--- src/rtl/gray_codec_serial.sv ---
// Bit-serial binary<->Gray converter, MSB first, one bit per clock, valid/ready on both sides.
// Optional GRAY_CODEC_ADJ_CHECK_EN adds out_adj: result differs from the last delivered word in exactly one bit.
//
// Handshake rule (both ports): a transfer happens on a rising edge where valid && ready;
// a valid word is held stable until it transfers; ready never depends on valid in the same cycle.
module gray_codec_serial #(
  parameter int WIDTH = 8,
  localparam int CNT_W = $clog2(WIDTH)
) (
  input  logic             clk,
  input  logic             rst_n,
  input  logic             in_valid,
  output logic             in_ready,
  input  logic [WIDTH-1:0] in_data,
  input  logic             mode,
  output logic             out_valid,
  input  logic             out_ready,
  output logic [WIDTH-1:0] out_data
`ifdef GRAY_CODEC_ADJ_CHECK_EN
  ,
  output logic             out_adj
`endif
);

  typedef enum logic [1:0] {
    IDLE = 2'd0,
    CONV = 2'd1,
    DONE = 2'd2
  } state_t;

  localparam logic [CNT_W-1:0] LAST = CNT_W'(WIDTH - 1);

  state_t           state;
  logic [CNT_W-1:0] n;
  logic [WIDTH-1:0] src;
  logic [WIDTH-1:0] res;
  logic             mode_r;

  logic [CNT_W-1:0] hi_idx;
  logic             prev_bit;
  logic             cur_bit;
  logic [WIDTH-1:0] res_next;

  assign in_ready = (state == IDLE);

  // The neighbour above bit n is the source bit (encode) or the result bit
  // produced one cycle earlier (decode); the MSB is always passed through.
  always_comb begin
    hi_idx   = (n == LAST) ? n : n + CNT_W'(1);
    prev_bit = mode_r ? res[hi_idx] : src[hi_idx];
    cur_bit  = (n == LAST) ? src[n] : (prev_bit ^ src[n]);
    res_next = res;
    res_next[n] = cur_bit;
  end

`ifdef GRAY_CODEC_ADJ_CHECK_EN
  logic [WIDTH-1:0] last_out;
  logic             adj_next;

  always_comb begin
    adj_next = ($countones(res_next ^ last_out) == 1);
  end
`endif

  always_ff @(posedge clk) begin
    if (!rst_n) begin
      state     <= IDLE;
      n         <= '0;
      src       <= '0;
      res       <= '0;
      mode_r    <= 1'b0;
      out_valid <= 1'b0;
      out_data  <= '0;
`ifdef GRAY_CODEC_ADJ_CHECK_EN
      out_adj   <= 1'b0;
      last_out  <= '0;
`endif
    end else begin
      case (state)
        IDLE: begin
          if (in_valid) begin
            src    <= in_data;
            mode_r <= mode;
            res    <= '0;
            n      <= LAST;
            state  <= CONV;
          end
        end
        CONV: begin
          res <= res_next;
          if (n == '0) begin
            out_data  <= res_next;
            out_valid <= 1'b1;
            state     <= DONE;
`ifdef GRAY_CODEC_ADJ_CHECK_EN
            out_adj   <= adj_next;
`endif
          end else begin
            n <= n - CNT_W'(1);
          end
        end
        DONE: begin
          if (out_ready) begin
            out_valid <= 1'b0;
            state     <= IDLE;
`ifdef GRAY_CODEC_ADJ_CHECK_EN
            last_out  <= out_data;
`endif
          end
        end
        default: begin
          out_valid <= 1'b0;
          state     <= IDLE;
        end
      endcase
    end
  end

endmodule
--- config.mk ---
export PLATFORM = sky130hd
export DESIGN_NAME = gray_codec_serial
export DESIGN_NICKNAME = d
export VERILOG_FILES = /design/src/rtl/gray_codec_serial.sv
export SDC_FILE = /design/constraint.sdc
export NUM_CORES = 1
export LEC_CHECK = 0
export ABC_CLOCK_PERIOD_IN_PS = 4500
export BUFFER_PORTS_ARGS = -buffer_cell sky130_fd_sc_hd__buf_2
export CAP_MARGIN = 20
export CORE_ASPECT_RATIO = 1.75
export CORE_UTILIZATION = 45
export DETAILED_ROUTE_END_ITERATION = 12
export PLACE_DENSITY_LB_ADDON = 0.05
export SYNTH_ARGS = -nofsm -noshare
export SYNTH_HDL_FRONTEND = slang
export SYNTH_SLANG_ARGS = --single-unit
--- constraint.sdc ---
create_clock -name clk -period 4.5 [get_ports clk]
set_input_delay 0.45 -clock clk [delete_from_list [all_inputs] [get_ports clk]]
set_output_delay 0.45 -clock clk [all_outputs]
set_load 0.01 [all_outputs]
Word level (Yosys, flattened, before mapping). Cells that the tools add are included. Widths: inputs -> output; s select.

Equal/unequal tests: 7. Reductions and logical operators: 10. Multipliers: 0. Shifts and indexed selects: 0. Bitwise gates (word level): 2. $lt $le $gt $ge: 3. Div/mod/pow operators: 0. Add/sub/neg operators: 2. Muxes and demuxes: 24.

Operators with widths (number): $pmux 8 s2 (1); $bmux 1 s3 (3); $mux 3 (3); $reduce_and 3->1 (3); $bwmux 8 (1); $lt 3x4->1 const B (2); $mux 1 (8); $mux 8 (1); $ne 2x2->1 const B (4); $mux 2 (3); $pmux 2 s3 (1); $pmux 3 s2 (1); $reduce_and 2->1 (3); $add 3x1->3 const B (1); $demux 1 s3 (1); $eq 3x3->1 const B (1); $ge 3x1->1 const B (1); $logic_not 3->1 (1); $pmux 1 s3 (1); $sub 3x1->3 const B (1); $eq 2x1->1 const B (1); $eq 2x2->1 const B (1); $logic_not 2->1 (1); $reduce_bool 2->1 (1); 3 further kinds (3).

Flip-flop bits (word level): 31. Memory bits (read-only): 0. Bits in writable memories: 0. Bits in latches: 0. Memories kept: 0.

Longest topological paths before layout.
Depth in word-level cells: 9. Depth in mapped cells: 11.

Worst setup path before layout. No wires, ideal clock.

Kind: register to register. From: register n[0]. To: register res[3]. Stages on the path, launching flop included: 12. Library setup time: 0.135 ns. Path buffers: 2. Setup slack: 2.273 ns. Required time: 4.365 ns. Arrival: 2.092 ns. Path through: dfxtp_1 > buf_6 > inv_1 > ha_1 > inv_1 > a22o_1 > a31oi_1 > o2111ai_1 > nor3_2 > xnor2_1 > buf_6 > o21ai_0.

Word-level cells in the longest chain between the ends: 9. Elaborated cells on any way between the ends: 19. Those cells by class: add/sub: 1; order compare: 2; eq/ne: 1; mux: 13; bitwise: 1; reduce/logical: 1.

RTL lines: from (decl) (RTL line 34) `logic [CNT_W-1:0] n;`; from (signal assigned) (RTL line 99) `n <= n - CNT_W'(1);`; $add 3x1->3 or $eq 3x3->1 (tied branches) (RTL line 49, 51); $mux 3 (RTL line 49) `hi_idx = (n == LAST) ? n : n + CNT_W'(1);`; $bmux 1 s3 (RTL line 50) `prev_bit = mode_r ? res[hi_idx] : src[hi_idx];`; $mux 1 (not written as such) (RTL line 50); $mux 1 (RTL line 50); $xor 1x1->1 (RTL line 51) `cur_bit = (n == LAST) ? src[n] : (prev_bit ^ src[n]);`; $mux 1 (RTL line 51); $bwmux 8 (*) (RTL line 53) `res_next[n] = cur_bit;`; $pmux 8 s2 (*) (RTL line 79) `case (state)`; to (signal assigned) (RTL line 90) `res <= res_next;`; to (decl) (RTL line 36) `logic [WIDTH-1:0] res;`.

Every way passes the cells marked *; elsewhere a longest branch is shown, timed or not. The select of a mux whose other input is x is not followed. A chain may end at the register's enable or synchronous reset.

Final worst setup path.
From: register n[0]. To: register out_data[2].

Word-level cells in the longest chain between the ends: 8. Elaborated cells on any way between the ends: 20. Those cells by class: add/sub: 1; order compare: 2; eq/ne: 1; mux: 12; bitwise: 1; reduce/logical: 3.

RTL lines: $add 3x1->3 or $eq 3x3->1 (tied branches) (RTL line 49, 51); $mux 3 (RTL line 49); $bmux 1 s3 (RTL line 50); $mux 1 (not written as such) (RTL line 50); $mux 1 (RTL line 50); $xor 1x1->1 (RTL line 51); $mux 1 (RTL line 51); $bwmux 8 (RTL line 53); to (signal assigned) (RTL line 92) `out_data <= res_next;`; to (decl) (RTL line 18) `output logic [WIDTH-1:0] out_data`.

Several ways; a longest one is shown, not always the timed one. The select of a mux whose other input is x is not followed.

==> impl_metrics.ini <==
[pwr]
powerDensity_mw_per_mm2 = 384.8
total_power_w = 0.0007317
p_leak_nw = 0.7161
vdd_drop_max_uv = 216.7

[sta]
post-route-min-period_ns = 3.425
finalMaxSlewViolations = 0
rsz0062_at_grt = no
max_freq_ghz = 0.2920
setup_viol = 0
relSlewSlack_pct = 38.35
min_period_over_period_pct = 76.10
setup_tns_ns = 0
final-hold-violation-count = 0
finClkSkew_ns = 0.004968
worstMarginPinSlew_ns = 0.9181
whs_ns = 0.4069

[run_status]
status = complete, no violations

[grt]
grtUsageTotal_pct = 25.27
antenna_found_initial = 0
grt_pass1_wl_um = 7803
grt_pass1_vias = 1561
grt-ovfl-total = 0
grt_max_degree = 38

[setup_path]
worst_ep_required_time_ns = 4.63
crit_type = flop to flop
crit_path_end_kind = flop
start_kind = flop
crit_arrival_ns = 3.55
path_max_fanout = 19

[yosys]
ys_seq_elements = 31
synthMuxAreaShare_pct = 0.5822
synth_cells = 226
synth_compound_area_share_pct = 25.84
synth_nets = 242
avgSynthCellArea_um2 = 7.607
async_reset_ff_share_pct = 0
synthSimpleGateAreaFrac_pct = 28.02
yosys.area_share.adder_pct = 2.183
synth_edf_count = 0
yosysSeqAreaShare_pct = 36.10
synth_ff_type = dfxtp_1
synth_top_family_by_area = simple AND/OR/NAND/NOR gates
synth_warnings = 0
synth-xor-area-share_pct = 1.528
synth_area_mm2 = 0.001719
ys_types = 43

[place]
numPortBuffers = 22
place.gp.congestion = 0.9643
detailed_place_hpwl_um = 3471
place_area_mm2 = 0.001814

[layout]
drive_gt1_share_pct = 13.33
n_fill_cell = 396
mostFrequentLayoutCell = nand2_1
antenna_cells = 0
seq_area_um2 = 620.6
stdcell_area_mm2 = 0.001902
fin_nets = 256
multi_input_area_um2 = 999.7
syn_to_final_growth_pct = 10.63
layout_common_cells = nand2_1 (46), dfxtp_1 (31), buf_2 (22)

[drt]
drcViolationCount = 0
wl_per_cell_um = 16.68
vias_per_cell = 5.720
drt-total-wl_um = 4771
ant_nets = 0
drt_iter0_drc = 40
firstDrtPassIters = 4
routed-via-count = 1636

[die]
dieArea_mm2 = 0.004081
rows = 29
coreArea_mm2 = 0.003628
start_util_pct = 47.38
io_pins = 23
fp.dieW_um = 48.73
die_h_um = 83.77

[clocking]
cts_tree = yes
hold_buffers = 0
cts_made_buffers = 5
path_clk_slew_ns = 0.07
cts_htree_levels = 2
ctsResizeCount = 0
clock_sinks = 31
post_cts_buffers = 0
cts.root.buffer_cell = clkbuf_8
cts_buffer_depth = 2
worstSkewPairLatency_ns = 0.29

[min_path]
holdCritPathClass = primary input to flop

[run]
maxCapViolCount = 0
[cell families (layout without fill, tap and decap cells)]
kind of cell    Yosys count  in the layout
buf+inv                  22             36
xor+xnor                  3              3
compound gates           62             62
mux                       1              1
simple gates            104            104
flops                    31             31
fa+ha+maj                 3              3
[power by group]
part / internal (W) / switching (W) / total [W]
logic: 0.0000629 / 0.000123 / 0.000186
clock network: 0.000120 / 0.000103 / 0.000223
registers: 0.000291 / 0.0000316 / 0.000323
[metal layers]
layer,share of wire (%),GRT usage [%],vias up
met4,2.4,11.23,0
met1,39,26.81,762
met3,3.0,4.736,11
met5,0,0,-
li1,-,-,823
met2,55,46.72,40
[critical path, cell delays in order, from the launching register on]
cell and delay, ns:
dfxtp_1 0.70, inv_1 0.27, ha_1 0.47, inv_1 0.17, o41a_1 0.34, o2111ai_1 0.30, nor3_2 0.08, xnor2_1 0.73
o31ai_1 0.20
[sequential cells by signal, indices dropped and copies added (netlist names)]
register,cells
mode_r,1
state,2
n,3
out_data,8
src,8
res,8
out_valid,1
[layout make-up]
cell class                      count  area share, %
Clock buffer                        6          4.342
Sequential cell                    31          32.63
Clock inverter                      1         0.2632
Multi-Input combinational cell    173          52.57
Inverter                            7          1.382
Tap cell                           46          3.026
Timing Repair Buffer               22          5.790
[Yosys cell counts (all sizes together), types with 5 or more instances]
cell type / n / area [um^2]
a31oi: 8 / 50.05
and2: 7 / 43.80
clkbuf: 10 / 37.54
nand3: 20 / 100.1
o21ai: 11 / 55.05
inv: 7 / 26.28
dfxtp: 31 / 620.6
nand2: 46 / 172.7
nor2: 17 / 63.81
a21boi: 15 / 112.6
buf: 5 / 35.03
[worst paths after layout]
path	startpoint	endpoint	slack, ns	depth (start not counted)
worst min-delay path	in_data[1]	src[1]	0.41	3
worst min register to register	out_data[6]	out_data[6]	0.46	2
worst max-delay path	n[0]	out_data[2]	1.08	8
worst max register to register	n[0]	out_data[2]	1.08	8
[through the flow]
step	worst slack, ns	instances	utilization, %
after floorplan	2.273	226	-
after global placement	1.240	279	50.00
after detailed placement	1.138	279	50.00
after CTS	1.109	286	52.41
after global routing	0.7930	286	52.41
final	1.075	286	52.41
(Power assumes the default switching activity.)
